--- config.mk ---
export PLATFORM = sky130hd
export DESIGN_NAME = gmii_tx_sched
export DESIGN_NICKNAME = d
export VERILOG_FILES = /design/src/rtl/gmii_tx_sched.sv
export SDC_FILE = /design/constraint.sdc
export NUM_CORES = 1
export LEC_CHECK = 0
export CORE_MARGIN = 4
export CORE_UTILIZATION = 35
export CTS_CLUSTER_SIZE = 24
export DETAILED_ROUTE_END_ITERATION = 16
export GPL_ROUTABILITY_DRIVEN = 0
export PLACE_DENSITY = 0.69
export SYNTH_ARGS = -nofsm -noshare
export SYNTH_HDL_FRONTEND = slang
export SYNTH_SLANG_ARGS = --single-unit
--- constraint.sdc ---
create_clock -name gmii_gtx_clk_i -period 1.65 [get_ports gmii_gtx_clk_i]
set_input_delay 0.165 -clock gmii_gtx_clk_i [delete_from_list [all_inputs] [get_ports gmii_gtx_clk_i]]
set_output_delay 0.165 -clock gmii_gtx_clk_i [all_outputs]
set_load 0.005 [all_outputs]
--- src/rtl/gmii_tx_sched.sv ---
// gmii_tx_sched
//   Frame-level scheduler that shares one GMII transmit path between two
//   first-word-fall-through byte FIFOs (requester 0: loopback, requester 1:
//   host inject). At frame boundaries it picks a requester round-robin,
//   emits PRE_LEN x 0x55 plus SFD 0xD5, streams the granted frame until its
//   last-byte flag, then holds the line idle for IFG_CYCLES cycles. If the
//   granted FIFO runs dry mid-frame, transmission stops, underrun pulses, and
//   the rest of that frame is popped and discarded.
//
// Ports
//   gmii_gtx_clk_i         transmit clock (sole clock)
//   sys_rst_n_i            asynchronous active-low reset
//   rqN_rdy_i              requester N holds at least one complete frame
//   rqN_empty_i            requester N FIFO empty
//   rqN_data_i[8:0]        [7:0] byte, [8] last byte of frame
//   rqN_rd_o               pop strobe to requester N (combinational)
//   gmii_en_o              registered transmit enable
//   gmii_dout_o[7:0]       registered transmit byte
//   grant_o[1:0]           one-hot owner of the frame on the line, 00 when idle
//   underrun_o             one-cycle pulse when the granted FIFO ran dry
//
// Optional feature (macro GMII_TX_SCHED_STATS_EN)
//   frm_cnt0_o/frm_cnt1_o  [31:0] frames completed per requester (saturating)
//   urun_cnt_o             [15:0] underrun events (saturating)
module gmii_tx_sched #(
  parameter int IFG_CYCLES = 12,
  parameter int PRE_LEN    = 7
) (
  input  logic       gmii_gtx_clk_i,
  input  logic       sys_rst_n_i,
  input  logic       rq0_rdy_i,
  input  logic       rq0_empty_i,
  input  logic [8:0] rq0_data_i,
  output logic       rq0_rd_o,
  input  logic       rq1_rdy_i,
  input  logic       rq1_empty_i,
  input  logic [8:0] rq1_data_i,
  output logic       rq1_rd_o,
  output logic       gmii_en_o,
  output logic [7:0] gmii_dout_o,
  output logic [1:0] grant_o,
  output logic       underrun_o
`ifdef GMII_TX_SCHED_STATS_EN
  ,
  output logic [31:0] frm_cnt0_o,
  output logic [31:0] frm_cnt1_o,
  output logic [15:0] urun_cnt_o
`endif
);

  localparam int CNT_MAX = (PRE_LEN > IFG_CYCLES) ? PRE_LEN : IFG_CYCLES;
  localparam int CNT_W   = $clog2(CNT_MAX + 1);

  typedef enum logic [2:0] {S_IDLE, S_PRE, S_DATA, S_DRAIN, S_IFG} state_e;

  state_e           state_q, state_d;
  logic [CNT_W-1:0] cnt_q, cnt_d;
  logic             own_q, own_d;    // index of the granted requester
  logic             rr_q, rr_d;      // requester preferred when both are ready
  logic             en_q, en_d;
  logic [7:0]       dout_q, dout_d;
  logic [1:0]       grant_q, grant_d;
  logic             urun_q, urun_d;

  logic             sel_empty;
  logic [8:0]       sel_data;
  logic             pop;
  logic [1:0]       own_onehot;

  assign sel_empty  = own_q ? rq1_empty_i : rq0_empty_i;
  assign sel_data   = own_q ? rq1_data_i  : rq0_data_i;
  assign own_onehot = own_q ? 2'b10 : 2'b01;

  // Pops happen only in DATA/DRAIN and only towards the owner.
  assign pop      = ((state_q == S_DATA) || (state_q == S_DRAIN)) && !sel_empty;
  assign rq0_rd_o = pop && !own_q;
  assign rq1_rd_o = pop &&  own_q;

  always_comb begin
    state_d = state_q;
    cnt_d   = cnt_q;
    own_d   = own_q;
    rr_d    = rr_q;
    en_d    = 1'b0;
    dout_d  = 8'h00;
    grant_d = 2'b00;
    urun_d  = 1'b0;
    unique case (state_q)
      S_IDLE: begin
        if (rq0_rdy_i || rq1_rdy_i) begin
          own_d   = (rq0_rdy_i && rq1_rdy_i) ? rr_q : rq1_rdy_i;
          state_d = S_PRE;
          cnt_d   = '0;
        end
      end
      S_PRE: begin
        en_d    = 1'b1;
        grant_d = own_onehot;
        if (cnt_q == CNT_W'(PRE_LEN)) begin
          dout_d  = 8'hD5;
          state_d = S_DATA;
          cnt_d   = '0;
        end else begin
          dout_d = 8'h55;
          cnt_d  = cnt_q + CNT_W'(1);
        end
      end
      S_DATA: begin
        grant_d = own_onehot;
        if (!sel_empty) begin
          en_d   = 1'b1;
          dout_d = sel_data[7:0];
          if (sel_data[8]) begin
            state_d = S_IFG;
            cnt_d   = '0;
            rr_d    = ~own_q;
          end
        end else begin
          urun_d  = 1'b1;
          state_d = S_DRAIN;
        end
      end
      S_DRAIN: begin
        // Line stays quiet; the remainder of the broken frame is discarded.
        grant_d = own_onehot;
        if (pop && sel_data[8]) begin
          state_d = S_IFG;
          cnt_d   = '0;
        end
      end
      S_IFG: begin
        if (cnt_q == CNT_W'(IFG_CYCLES - 1)) begin
          state_d = S_IDLE;
          cnt_d   = '0;
        end else begin
          cnt_d = cnt_q + CNT_W'(1);
        end
      end
      default: state_d = S_IDLE;
    endcase
  end

  always_ff @(posedge gmii_gtx_clk_i or negedge sys_rst_n_i) begin
    if (!sys_rst_n_i) begin
      state_q <= S_IDLE;
      cnt_q   <= '0;
      own_q   <= 1'b0;
      rr_q    <= 1'b0;
      en_q    <= 1'b0;
      dout_q  <= 8'h00;
      grant_q <= 2'b00;
      urun_q  <= 1'b0;
    end else begin
      state_q <= state_d;
      cnt_q   <= cnt_d;
      own_q   <= own_d;
      rr_q    <= rr_d;
      en_q    <= en_d;
      dout_q  <= dout_d;
      grant_q <= grant_d;
      urun_q  <= urun_d;
    end
  end

  assign gmii_en_o   = en_q;
  assign gmii_dout_o = dout_q;
  assign grant_o     = grant_q;
  assign underrun_o  = urun_q;

`ifdef GMII_TX_SCHED_STATS_EN
  function automatic logic [31:0] sat_inc32(input logic [31:0] v);
    return (v == 32'hFFFF_FFFF) ? v : v + 32'd1;
  endfunction

  function automatic logic [15:0] sat_inc16(input logic [15:0] v);
    return (v == 16'hFFFF) ? v : v + 16'd1;
  endfunction

  logic [31:0] frm0_q, frm1_q;
  logic [15:0] urc_q;
  logic        frm_done;

  assign frm_done = (state_q == S_DATA) && pop && sel_data[8];

  always_ff @(posedge gmii_gtx_clk_i or negedge sys_rst_n_i) begin
    if (!sys_rst_n_i) begin
      frm0_q <= '0;
      frm1_q <= '0;
      urc_q  <= '0;
    end else begin
      if (frm_done && !own_q) frm0_q <= sat_inc32(frm0_q);
      if (frm_done &&  own_q) frm1_q <= sat_inc32(frm1_q);
      if (urun_d)             urc_q  <= sat_inc16(urc_q);
    end
  end

  assign frm_cnt0_o = frm0_q;
  assign frm_cnt1_o = frm1_q;
  assign urun_cnt_o = urc_q;
`endif

endmodule

==> results of run 1 <==
==> worst max-delay path: stages, from the launching register on <==
cell and delay (ps):
dfrtp_1 420, buf_6 130, buf_4 140, nor2_1 160, nand3_1 140, o21ai_1 190, or3b_1 200, mux2_1 330
==> Yosys cell counts, drive strengths merged, types with 3 or more instances <==
cell	number	area share, %
nand3	4	2.3
nand2	5	1.7
clkbuf	3	1.0
buf	3	2.4
o21ai	12	5.5
nor2	9	3.3
mux2i	9	8.3
nor3	3	1.4
dfrtp	21	48
mux2	3	3.4
inv	8	2.8
==> cell type report <==
cell class | count | area [um2] | area share (%)
clock buffers | 4 | 26.3 | 1.46
well taps | 42 | 52.6 | 2.92
flip-flops and latches | 21 | 527 | 29.3
inverters | 8 | 36.3 | 2.02
multi-input cells | 72 | 564 | 31.4
repair buffers | 67 | 593 | 33.0
==> path summary, 6_finish.rpt <==
path,from,end,slack [ps],depth (start not counted)
min in group gmii_gtx_clk_i,rq0_data_i[5],gmii_dout_o[5],430,3
hold reg to reg,cnt_q[3],gmii_dout_o[7],550,1
setup reg to reg,state_q[1],state_q[0],-150,7
hold / removal,sys_rst_n_i,gmii_dout_o[5],170,2
setup / recovery,state_q[1],state_q[0],-150,7
max in group asynchronous,sys_rst_n_i,own_q,1230,2
==> state kept, by name, summed over array words and instances, names as in the netlist <==
signal,count
grant_o,2
gmii_en_o,1
own_q,1
gmii_dout_o,8
rr_q,1
cnt_q,4
state_q,3
underrun_o,1
==> layer usage <==
metal	routed length (um)	vias up	track usage [%]	share of wire (%)
met5	0	-	0	0
met4	57	0	8.36	1.7
met3	125	5	2.10	3.8
met2	1740	33	29.8	53
met1	1380	537	19.1	42
li1	-	517	-	-
==> cell families after synthesis <==
family	synth area share, %
buffers and inverters	6.19
and+or+nand+nor	16.3
AOI/OAI and AO/OA	15.7
muxes	11.7
xor gates and xnor gates	0.803
DFF	48.2
adders and majority gates	1.15
==> what timing repair did <==
action / CTS / global route
buffers inserted: 3 / 2
resized for setup: 11 / 13
setup endpoints to repair: 5 / 8
pin swaps: 2 / 4
==> per-stage QoR <==
stage | setup TNS (ps) | hold slack [ps]
after floorplan | -158 | -131
after global placement | -780 | 529
after detailed placement | -977 | 532
after CTS | -343 | 193
after global routing | -701 | 184
final | -392 | 172
==> power by group through the flow <==
stage | combinational (uW) | sequential, uW | clock (uW)
floorplan | 867 | 830 | 0
global placement | 1630 | 833 | 0
detailed placement | 1670 | 842 | 0
CTS | 1790 | 821 | 267
global route | 2150 | 852 | 301
finish | 1960 | 824 | 267
==> out/metrics.cfg, run 1 <==
[timing]
period_share_pct = 109
max_freq_ghz = 0.555
worst_pin_slew_ps = 278
setup_viol = 5
rsz0062_at_grt = true
slew_violations = 0
finalWorstSetupSlack_ps = -153
slew_headroom_pct = 81.3
fin_skew_ps = 7.16
hold_viol = 0
period_needed_ps = 1800

[pwr]
swShare_pct = 38.3
p_leak_uw = 0.000833
pwr-share-seq_pct = 27.0
p_total_uw = 3050
intPower_uw = 1880
p_comb_share_pct = 64.3
power_density_nw_per_um2 = 1700
p_clk_share_pct = 8.7
power.switching_uw = 1170
ir_worst_vdd_v = 0.000709

[clocking]
clk_latency_ps = 320
cts_tree = done
cts.sinks = 21
clockRootBuffer = clkbuf_4
cts_inserted_buffers = 3
cts_htree_levels = 1
postCtsHoldBufs = 0
clkTransAtPathRegs_ps = 120
cts_buffer_depth = 2

[synth]
syn_nets = 132
ys_seq_elements = 21
yosysSeqAreaShare_pct = 48.2
syn_inst = 107
avgSynthCellArea_um2 = 10.2
ys.flop_type = dfrtp_1
synth_enable_flop_cells = 0
yosysWarnings = 0
synthesis.area_um2 = 1090
yosysUniqueCellTypes = 40
async_flop_share_pct = 100

[placement]
dp_cells = 206
dpl.hpwl_um = 2400
placed_cell_area_um2 = 1680
port_buffers = 37
pre_cts_ws_ps = -290

[drt]
drc_errors = 0
drt_iter0_markers = 42
dr.pass1.iters = 4
vias = 1092
antenna_left = 0
wl_per_cell_um = 15.4
wl_um = 3300
routed_via_density = 5.10

[floorplanning]
die_w_um = 63.8
row_count = 19
io_pins = 38
coreArea_um2 = 2880
die-area_um2 = 4070
fp.dieH_um = 63.8
start_util_pct = 37.9

[hold_path]
hp-class = in2async

[worst_setup_path]
endpoint_kind = flip-flop
worstSetupPathType = reg2reg
cp.arrival_ps = 2020
worstPathMaxFanout = 3
worstPathRequired_ps = 1870
crit_path_start_kind = flip-flop

[cells_and_area]
fillCellCount = 242
final_cell_mix = 35 x clkdlybuf4s50_1, 28 x buf_4, 20 x dfrtp_1
areaGrowthSynthToFinish_pct = 64.9
layout_commonest_cell = clkdlybuf4s50_1
fin_nets = 198
n_antenna_cell = 0
fin_area_um2 = 1800
drive_gt1_share_pct = 30.8
utilization_pct = 62.5
finalNonFillerCells = 214

[flow_run]
maxCapViolCount = 0

[grt]
antenna_found_initial = 0
grt_max_degree = 22
grt_usage_pct = 16.5
grt_pass1_vias = 1154
grt-ovfl-total = 0
grt_pass1_wl_um = 5250

[run_status]
status = complete, but fails checks
violations = negative setup slack

Note: power is estimated with default switching activity, not from simulation.
==> run 2: changes to the inputs <==
CTS_BUF_LIST = sky130_fd_sc_hd__clkbuf_8   (was unset)
HOLD_SLACK_MARGIN = 0.08   (was unset)
==> run 2 against run 1 <==
  * The run still ends with negative setup slack left
  * Final cell count is 0.47% higher
  * Clock-buffer cell count is 1 lower
  * Largest cell class unchanged
  * Highest routed layer unchanged
  * Sequential share of layout area is 0.79 points lower
  * Hold slack better by 70 ps
  * Cell area is 2.8% higher
  * Wire length is 5.4% higher
  * Non-clock buffer count is 1 higher
  * Register-to-register slack worse by 30 ps
  * Critical path depth is 1 lower
==> out/metrics.cfg, run 2 (synthesized netlist as in run 1, its figures left out) <==
[drt]
drc_errors = 0
dr.pass1.iters = 4
drt_iter0_markers = 61
routed_via_density = 5.07
wl_um = 3480
wl_per_cell_um = 16.2
antenna_left = 0
vias = 1091

[grt]
use_met3_pct = 2.63
grt_pass1_vias = 1175
grt-ovfl-total = 0
grt_pass1_wl_um = 5440
grt_usage_pct = 17.1
grtUsageMet1_pct = 19.3
antenna_found_initial = 0
grt_max_degree = 22
grt.busiest_layer = met2
use_met2_pct = 32.1

[floorplanning]
coreArea_um2 = 2880
row_count = 19
io_pins = 38
start_util_pct = 37.9
die-area_um2 = 4070
die_w_um = 63.8
fp.dieH_um = 63.8

[cells_and_area]
n_antenna_cell = 0
final_cell_mix = 35 x clkdlybuf4s50_1, 27 x buf_4, 20 x dfrtp_1
fin_nets = 199
drive_gt1_share_pct = 31.8
fillCellCount = 228
largest_register_ff_count = 8
areaGrowthSynthToFinish_pct = 69.5
fin_area_um2 = 1850
layout_commonest_cell = clkdlybuf4s50_1

[run_status]
status = complete, but fails checks
violations = negative setup slack

[clocking]
cts.sinks = 21
clkTransAtPathRegs_ps = 80
clk_latency_ps = 260
postCtsHoldBufs = 0
cts_htree_levels = 1
clockRootBuffer = clkbuf_8
cts_tree = done
cts_inserted_buffers = 3
cts_buffer_depth = 2

[worst_setup_path]
cp.arrival_ps = 1980
path_cells = buf_6 > or3_4 > nor3_4 > a31oi_2 > or3b_1 > mux2_1
worstSetupPathType = reg2reg
endpoint_kind = flip-flop
worstPathMaxFanout = 4
max_stage_delay_ps = 410
slowest_stage = dfrtp_1
crit_path_start_kind = flip-flop
worstPathRequired_ps = 1800

[timing]
fin_skew_ps = 4.48
slew_headroom_pct = 79.0
worst_pin_slew_ps = 314
setup_viol = 5
holdWs_ps = 242
period_needed_ps = 1830
slew_violations = 0
finalWorstSetupSlack_ps = -178
max_freq_ghz = 0.547
rsz0062_at_grt = true
period_share_pct = 111
hold_viol = 0
setup_tns_ps = -497

[placement]
placed_cell_area_um2 = 1680
dpl.hpwl_um = 2400
port_buffers = 37

[pwr]
p_total_uw = 3240
p_leak_uw = 0.000854
power_density_nw_per_um2 = 1750
ir_worst_vdd_v = 0.000768

[hold_path]
hp-class = in2async

[flow_run]
maxCapViolCount = 0

-- run 2: worst paths after layout --
path                            depth (start not counted)              to           from  slack, ps
worst max-delay path                                    6      state_q[0]     state_q[1]       -180
worst min-delay path                                    2  gmii_dout_o[5]    sys_rst_n_i        240
min in group gmii_gtx_clk_i                             3  gmii_dout_o[5]  rq0_data_i[5]        500
worst min register to register                          1  gmii_dout_o[7]       cnt_q[3]        550
max in group asynchronous                               2           own_q    sys_rst_n_i       1170
worst max register to register                          6      state_q[0]     state_q[1]       -180
-- run 2: layer usage --
| layer | vias up | share of wire, % |
|---|---|---|
| met3 | 6 | 3.4 |
| li1 | 515 | - |
| met4 | 0 | 1.0 |
| met5 | - | 0 |
| met1 | 539 | 41 |
| met2 | 31 | 54 |
-- run 2: critical path: cells and delay by family, from the launching register on --
kind / cells / cell delay [ps]
AND/OR/NAND/NOR: 3 / 770
multiplexers: 1 / 340
AO/OA/AOI/OAI: 1 / 60
buffers and inverters: 1 / 130
flip-flops: 1 / 410
-- run 2: cell type report --
type                    count  area [um2]  area share, %
repair buffers             68         614           33.2
multi-input cells          72         574           31.1
flip-flops and latches     21         527           28.5
well taps                  42        52.6           2.84
clock buffers               3        41.3           2.23
inverters                   8        36.3           1.96
clock inverters             1        3.75          0.203
-- run 2: through the flow --
step | util (%) | setup WS (ps) | instances
6_report | 64.3 | -178 | 215
2_1_floorplan | - | -78.8 | 107
5_1_grt | 64.3 | -237 | 215
3_5_place_dp | 58.3 | -290 | 206
3_3_place_gp | 58.3 | -202 | 206
4_1_cts | 61.6 | -143 | 214
-- run 2: timing repair --
| item | in CTS | in global routing |
|---|---|---|
| endpoints found under the setup margin | 5 | 9 |
| pin swaps | 1 | 6 |
| setup buffers | 4 | 2 |
| gates resized for setup | 12 | 17 |
-- run 2: where the power goes --
group          total, uW  internal (uW)  switching (uW)
Sequential           830            713             116
Combinational       2070           1130             939
Clock                342            166             176
==> run 3: changes to the inputs <==
CORE_ASPECT_RATIO = 0.75   (was unset)
==> run 3 against run 2 <==
  * The flow still finishes with violations (negative setup slack)
  * Combinational power about the same
  * Register-to-register slack gained 40 ps
  * Cell area hardly changed
  * Fmax increased by 2.3%
  * Final cell count shrank 1.4%
  * Sequential share of layout area hardly changed
  * Flip-flop and latch count is the same
  * Non-clock buffer count rose by 1
  * Wire length is 11% lower
  * Global-route usage down 1.6 points
  * Clock power down 2%
  * Critical path type unchanged
  * Highest routed layer unchanged
==> out/metrics.cfg, run 3 (synthesized netlist as in run 1, its figures left out) <==
[cells_and_area]
fillCellCount = 232
seq_area_um2 = 527
areaGrowthSynthToFinish_pct = 69.4
drive_gt1_share_pct = 32.8
layout_commonest_cell = clkdlybuf4s50_1
multi_input_area_um2 = 574
finalNonFillerCells = 212
utilization_pct = 62.5
final_cell_mix = 35 x clkdlybuf4s50_1, 30 x buf_4, 20 x dfrtp_1
fin_nets = 200
n_antenna_cell = 0
largest_register_ff_count = 8

[floorplanning]
die-area_um2 = 4080
start_util_pct = 36.9
coreArea_um2 = 2960
row_count = 17
die_w_um = 72.5
io_pins = 38
fp.dieH_um = 56.4

[clocking]
cts_tree = done
cts_buffer_depth = 2
clockRootBuffer = clkbuf_8
cts.sinks = 21
cts_inserted_buffers = 3
clk_latency_ps = 260
cts_htree_levels = 1
clkTransAtPathRegs_ps = 80

[timing]
finalWorstSetupSlack_ps = -138
period_needed_ps = 1790
rsz0062_at_grt = true
slew_headroom_pct = 81.2
worst_pin_slew_ps = 274
setup_viol = 3
fin_skew_ps = 3.14
max_freq_ghz = 0.559
period_share_pct = 108
hold_viol = 0
slew_violations = 0

[worst_setup_path]
worstSetupPathType = reg2reg
max_stage_delay_ps = 400
worstPathRequired_ps = 1800
endpoint_kind = flip-flop
crit_path_start_kind = flip-flop
cp.arrival_ps = 1940
slowest_stage = dfrtp_1
r2r_setup_slack_ps = -140
worstPathMaxFanout = 4
cp_top_family = simple AND/OR/NAND/NOR gates
path_cells = buf_6 > or3_4 > nor3_4 > a31oi_2 > or3b_4 > mux2_4
critical_path_buf_inv_count = 1

[placement]
port_buffers = 37
dp_cells = 202
dpl.hpwl_um = 2220

[drt]
dr.pass1.iters = 4
wl_um = 3080
vias = 1074
routed_via_density = 5.07
wl_per_cell_um = 14.5
antenna_left = 0
drt_iter0_markers = 61
drc_errors = 0

[pwr]
p_comb_share_pct = 64.4
p_leak_uw = 0.000863
ir_worst_vdd_v = 0.000892
pwr-share-seq_pct = 25.3
power.switching_uw = 1190
intPower_uw = 2080
power_density_nw_per_um2 = 1770
swShare_pct = 36.4
p_clk_share_pct = 10.3

[grt]
grt-ovfl-total = 0
grt_pass1_wl_um = 4990
antenna_found_initial = 0
grt_pass1_vias = 1095
grt_usage_pct = 15.4
grt_max_degree = 22

[run_status]
status = complete, but fails checks
violations = negative setup slack

[hold_path]
hp-class = in2async

[flow_run]
maxCapViolCount = 0

[run 3: changes by cell type in the layout (fill, tap and decap cells not counted), moves of 2 or more]
cell and delta:
buf_6 -3, mux2_4 +2, buf_4 +3, mux2_1 -2
[run 3: stage by stage]
stage	hold WS, ps	area, um2	total power (uW)	TNS [ps]	worst slack, ps
CTS	243	1770	2990	-277	-129
global placement	532	1670	2480	-654	-212
global route	274	1850	3510	-660	-196
finish	236	1850	3260	-316	-138
floorplan	-131	1100	1700	-158	-78.8
detailed placement	529	1670	2520	-897	-289
[run 3: path summary, 6_finish.rpt]
| kind | startpoint | endpoint | cells after the start |
|---|---|---|---|
| worst max-delay path | state_q[1] | state_q[0] | 6 |
| worst min-delay path | sys_rst_n_i | gmii_dout_o[1] | 2 |
| worst max register to register | state_q[1] | state_q[0] | 6 |
| worst min register to register | rr_q | rr_q | 2 |
| max in group asynchronous | sys_rst_n_i | own_q | 2 |
| min in group gmii_gtx_clk_i | rq0_data_i[3] | gmii_dout_o[3] | 3 |
[run 3: layout make-up]
| cell class | count | area share (%) |
|---|---|---|
| timing repair buffer | 69 | 33.4 |
| multi-input combinational | 72 | 31.1 |
| sequential | 21 | 28.5 |
| tap | 38 | 2.57 |
| clock buffer | 3 | 2.23 |
| inverter | 8 | 1.96 |
| clock inverter | 1 | 0.271 |
[run 3: timing repair]
item | in CTS | in global routing
setup buffers | 3 | 3
pin swaps | 4 | 4
hold buffers | 0 | 0
endpoints found under the setup margin | 7 | 6
resized for setup | 10 | 13
[run 3: metal layers]
metal  wire length (um)  track usage, %  part of all wire [%]  vias to the layer above
li1                   -               -                     -                      518
met1               1300            19.8                    42                      522
met2               1620            26.6                    52                       30
met3                135            2.86                   4.4                        4
met4                 30            3.95                  0.97                        0
met5                  0               0                     0                        -
[run 3: power by group through the flow]
stage	registers (uW)	clock network [uW]	logic (uW)
after floorplan	830	0	867
after global placement	836	0	1640
after detailed placement	844	0	1670
after CTS	824	345	1820
after global routing	853	372	2280
final	827	335	2100
[run 3: worst reg2reg max path: cells and delay by family (launching register included)]
kind	cells	cell delay [ps]
flops	1	400
mux	1	290
simple gates	3	790
compound gates	1	60
buf+inv	1	130
==> RTL change 1 (flow settings as in run 2) <==
Put one more register stage on the output `underrun_o`. The value now appears one clock later. The other outputs are not delayed to match. Comments in the files are not updated.
--- a/src/rtl/gmii_tx_sched.sv
+++ b/src/rtl/gmii_tx_sched.sv
@@ -165,7 +165,9 @@
   assign gmii_en_o   = en_q;
   assign gmii_dout_o = dout_q;
   assign grant_o     = grant_q;
-  assign underrun_o  = urun_q;
+  always_ff @(posedge gmii_gtx_clk_i) begin
+    underrun_o <= urun_q;
+  end
 
 `ifdef GMII_TX_SCHED_STATS_EN
   function automatic logic [31:0] sat_inc32(input logic [31:0] v);
Check against the original RTL: no difference found for any inputs over 10 cycles, from zero or initial values and one cycle with sys_rst_n_i low; that may be too few to reach the edited logic, so the function may still have changed.
==> RTL change 1 against run 2 <==
Worst hold slack improved by 0.012 ns. Power decreased by 30%. Die area increased by 0.71%. Fmax increased by 22%. Area after synthesis increased by 0.80%. Wire length decreased by 26%. First-iteration DRC count decreased by 61%. Sequential cell count increased by 1. Critical path depth unchanged. Synthesized cell count decreased by 4.7%. Sequential power decreased by 3.1%. Non-clock buffer count decreased by 20. Cell area decreased by 11%. Setup slack improved by 0.33 ns.
==> RTL change 1: results (changes against run 2) <==
metric,value,unit,change
first_pass_iters,4,,unchanged
finClkSkew,0.003986,ns,was 0.004483 ns
largest_reg_flops,8,,unchanged
top_layer,met4,,unchanged
slowest_delay,0.38,ns,was 0.41 ns
synth-async-reset-ratio,95.45,%,was 100.0%
drt_first_iter_violations,24,,was 61
drt-met1-wl,1151,µm,was 1428 µm
cp_slowest_cell,dfrtp_1,,unchanged
r2r_setup_slack,0.15,ns,was -0.18 ns
wl_met2,1267,µm,was 1895 µm
fill_cells,275,,was 228
hold_path.class,input port to asynchronous set/reset pin,,unchanged
drt_wl_total,2572,µm,was 3478 µm
relSlewSlack,76.33,%,was 79.04%
port-buffer-count,37,,unchanged
path_clk_slew,0.08,ns,about the same
clockBufferDepth,2,,unchanged
yosys-top-cells-count,"21 x dfrtp_1, 9 x nor2_1, 8 x mux2i_1",,"was 21 x dfrtp_1, 11 x o21ai_0, 9 x mux2i_1"
dr_total_vias,953,,"was 1,091"
yosysUniqueCellTypes,37,,was 40
dp_hpwl,1913,µm,was 2401 µm
ff2ff_path_depth,6,,unchanged
cp_top_family,buffers and inverters,,was simple AND/OR/NAND/NOR gates
num-nets-final,174,,was 199
use_met3,2.812,%,was 2.627%
syn_inst,102,,was 107
placed_area,1569,µm²,was 1677 µm²
antenna_found_initial,0,,unchanged
synth_nets,127,,was 132
peakVddDrop,0.0005744,V,was 0.0007676 V
root_buffer,clkbuf_8,,unchanged
vias_per_cell,4.964,,was 5.074
use_met2,22.84,%,was 32.13%
grt_pass1_vias,984,,"was 1,175"
grt_max_degree,22,,unchanged
met3_wirelength,129,µm,was 118 µm
synth_area_leaders,"dfrtp_1 48%, mux2i_1 7.3%, o21ai_0 3.2%, nor2_1 3.1%, o221ai_2 2.7%",,"was dfrtp_1 48%, mux2i_1 8.3%, o21ai_0 5.0%, nor2_1 2.8%, inv_1 2.4%"
outcome,"finished, final reports clean",,was finished with violations
grt_pass1_wl,4360,µm,was 5444 µm
insertion_delay,0.26,ns,about the same
ys_warn_count,0,,unchanged
worst_r2r_endpoint,gmii_dout_o[6],,was state_q[0]
dp_cells,186,,was 206
grt_util_met1,16.09,%,was 19.34%
yosysSeqAreaShare,49.60,%,was 48.17%
dp_slack,0.02567,ns,was -0.2898 ns
arrival,1.68,ns,was 1.98 ns
power.leakage,0.7074,nW,was 0.8541 nW
reg2reg_from,own_q,,was state_q[1]
post_route_cells_drive_above_1_share,17.57,%,was 31.79%
cp_max_fo,15,,was 4
grt_usage,13.02,%,was 17.07%
-- RTL change 1: layout make-up --
type                            instances  share of cell area, %
Sequential cell                        22                  33.23
Timing Repair Buffer                   48                  28.14
Tap cell                               44                  3.346
Multi-Input combinational cell         71                  31.25
Clock buffer                            4                  3.346
Inverter                                3                 0.6844
-- RTL change 1: kinds of logic (layout without fill, tap and decap cells) --
family,after synthesis,count (layout),share of synthesized area [%]
flip-flops,22,22,49.60
AO/OA/AOI/OAI,25,25,16.84
AND/OR/NAND/NOR,35,35,18.54
adder cells (fa/ha/maj),1,1,1.137
multiplexers,10,10,9.556
buffers and inverters,9,55,4.323
-- RTL change 1: worst max path at each step --
stage | startpoint | to | slack (ns) | cells past startpoint
after floorplan | cnt_q[0] | cnt_q[3] | 0.29 | 5
after global placement | rq1_empty_i | rq1_rd_o | 0.05 | 3
after detailed placement | rq0_empty_i | cnt_q[3] | 0.03 | 5
after CTS | cnt_q[0] | cnt_q[3] | 0.11 | 5
after global routing | cnt_q[0] | cnt_q[0] | 0.04 | 5
final | own_q | gmii_dout_o[6] | 0.15 | 6
-- RTL change 1: through the flow --
stage / hold slack [ns] / power, mW / utilization, %
2_1_floorplan: -0.1306 / 1.436 / -
3_3_place_gp: 0.3294 / 1.832 / 51.82
3_5_place_dp: 0.3380 / 1.861 / 51.82
4_1_cts: 0.2567 / 2.280 / 54.09
5_1_grt: 0.2731 / 2.437 / 54.34
6_report: 0.2544 / 2.264 / 54.34
-- RTL change 1: power by group --
group          total [mW]  internal, mW  switching, mW
Sequential          0.804         0.703          0.102
Clock               0.378         0.212          0.166
Combinational        1.08         0.608          0.473
Total                2.26          1.52          0.740
-- RTL change 1: what timing repair did --
action,4_1_cts,5_1_grt
buffers inserted,2,0
gates resized for setup,3,1
setup endpoints to repair,2,1
==> RTL change 2 (config.mk and constraints of run 2) <==
Without the edit above. Build with the macro `GMII_TX_SCHED_STATS_EN` defined.
--- a/src/rtl/gmii_tx_sched.sv
+++ b/src/rtl/gmii_tx_sched.sv
@@ -22,6 +22,8 @@
 // Optional feature (macro GMII_TX_SCHED_STATS_EN)
 //   frm_cnt0_o/frm_cnt1_o  [31:0] frames completed per requester (saturating)
 //   urun_cnt_o             [15:0] underrun events (saturating)
+`define GMII_TX_SCHED_STATS_EN
+
 module gmii_tx_sched #(
   parameter int IFG_CYCLES = 12,
   parameter int PRE_LEN    = 7
Function (old outputs only; new: frm_cnt0_o, frm_cnt1_o and urun_cnt_o): kept (Yosys induction, for registers that start in step).
==> RTL change 2 against run 2 <==
The flow still finishes with violations (negative setup slack). Non-clock buffer count increased by 248. Sequential cell count up 80. Wire length rose to 4.8 times the old value. Setup slack worse by 0.25 ns. Cell area grew to 4.9 times the old value. Sequential power rose to 3.6 times the old value. Power grew to 2.6 times the old value. Clock skew up 0.0071 ns. Final cell count rose to 4.4 times the old value. Area after synthesis rose to 4.5 times the old value. Worst hold slack improved by 0.12 ns. Critical path depth increased by 1.
==> RTL change 2: results (changes against run 2) <==
metric,value,unit,change
slowest_delay,0.53,ns,was 0.41 ns
fin_ws,-0.4301,ns,was -0.1784 ns
dp_cells,877,,was 206
syn_avg_cell_area,10.73,µm²,was 10.20 µm²
path_clk_slew,0.10,ns,was 0.08 ns
setup_viol,84,,was 5
synth_area_leaders,"dfrtp_1 52%, xnor2_1 7.2%, xor2_1 5.8%, nand2_1 3.6%, nand3_1 3.1%",,"was dfrtp_1 48%, mux2i_1 8.3%, o21ai_0 5.0%, nor2_1 2.8%, inv_1 2.4%"
crit_start,own_q,,was state_q[1]
synth_nets,481,,was 132
outcome,finished with violations,,unchanged
cp_slowest_cell,or4_4,,was dfrtp_1
dp_slack,-0.7604,ns,was -0.2898 ns
dr_total_vias,4878,,"was 1,091"
cts.repair.resized,133,,was 12
cts_setup_buffers,32,,was 4
num-nets-final,797,,was 199
yosys-top-cells-count,"101 x dfrtp_1, 46 x nand2_1, 40 x xnor2_1",,"was 21 x dfrtp_1, 11 x o21ai_0, 9 x mux2i_1"
ff2ff_path_depth,7,,was 6
finClkSkew,0.01159,ns,was 0.004483 ns
peakVddDrop,0.0006498,V,was 0.0007676 V
violations,negative setup slack,,unchanged
cp_max_fo,7,,was 4
drt_wl_total,16750,µm,was 3478 µm
placed_area,7438,µm²,was 1677 µm²
grt_pass1_wl,25960,µm,was 5444 µm
yosysUniqueCellTypes,50,,was 40
relSlewSlack,64.27,%,was 79.04%
grt_util_met1,25.43,%,was 19.34%
[RTL change 2: changes by cell type in the layout (fill, tap and decap cells not counted), sizes merged, moves of 9 or more]
cell,change
and4,+10
clkdlybuf4s50,+71
nor2,+21
xnor2,+41
dfrtp,+80
nand3,+26
buf,+167
nor3,+9
nand4,+20
nand2,+41
xor2,+31
nor4,+16
[RTL change 2: kinds of logic after synthesis]
group                    synth area share, %
multiplexers                           4.119
XOR/XNOR                               13.31
AND/OR/NAND/NOR                        22.60
AO/OA/AOI/OAI                          5.251
buffers and inverters                  1.699
adder cells (fa/ha/maj)                1.030
flip-flops                             51.99
[RTL change 2: area by class of cell]
type                    instances  area share, %
multi-input cells             333          34.04
repair buffers                316          32.48
flip-flops and latches        101          27.85
well taps                     176          2.426
clock inverters                 7          1.516
clock buffers                   9          1.365
inverters                       8         0.3309
[RTL change 2: per-stage QoR]
step / TNS (ns) / total power, mW / utilization (%) / hold slack (ns)
after detailed placement: -25.89 / 5.351 / 55.51 / 0.2741
after global routing: -26.13 / 8.731 / 67.73 / 0.3898
after floorplan: -14.57 / 4.065 / - / -0.1306
after CTS: -15.06 / 8.045 / 64.35 / 0.3597
final: -20.10 / 8.353 / 67.73 / 0.3604
after global placement: -23.65 / 5.265 / 55.51 / 0.2675
[RTL change 2: power by group through the flow]
| stage | clock, mW | combinational, mW | sequential, mW |
|---|---|---|---|
| 2_1_floorplan | 0 | 1.02 | 3.04 |
| 3_3_place_gp | 0 | 2.30 | 2.97 |
| 3_5_place_dp | 0 | 2.36 | 2.99 |
| 4_1_cts | 2.09 | 3.01 | 2.94 |
| 5_1_grt | 2.20 | 3.55 | 2.98 |
| 6_report | 2.07 | 3.32 | 2.95 |
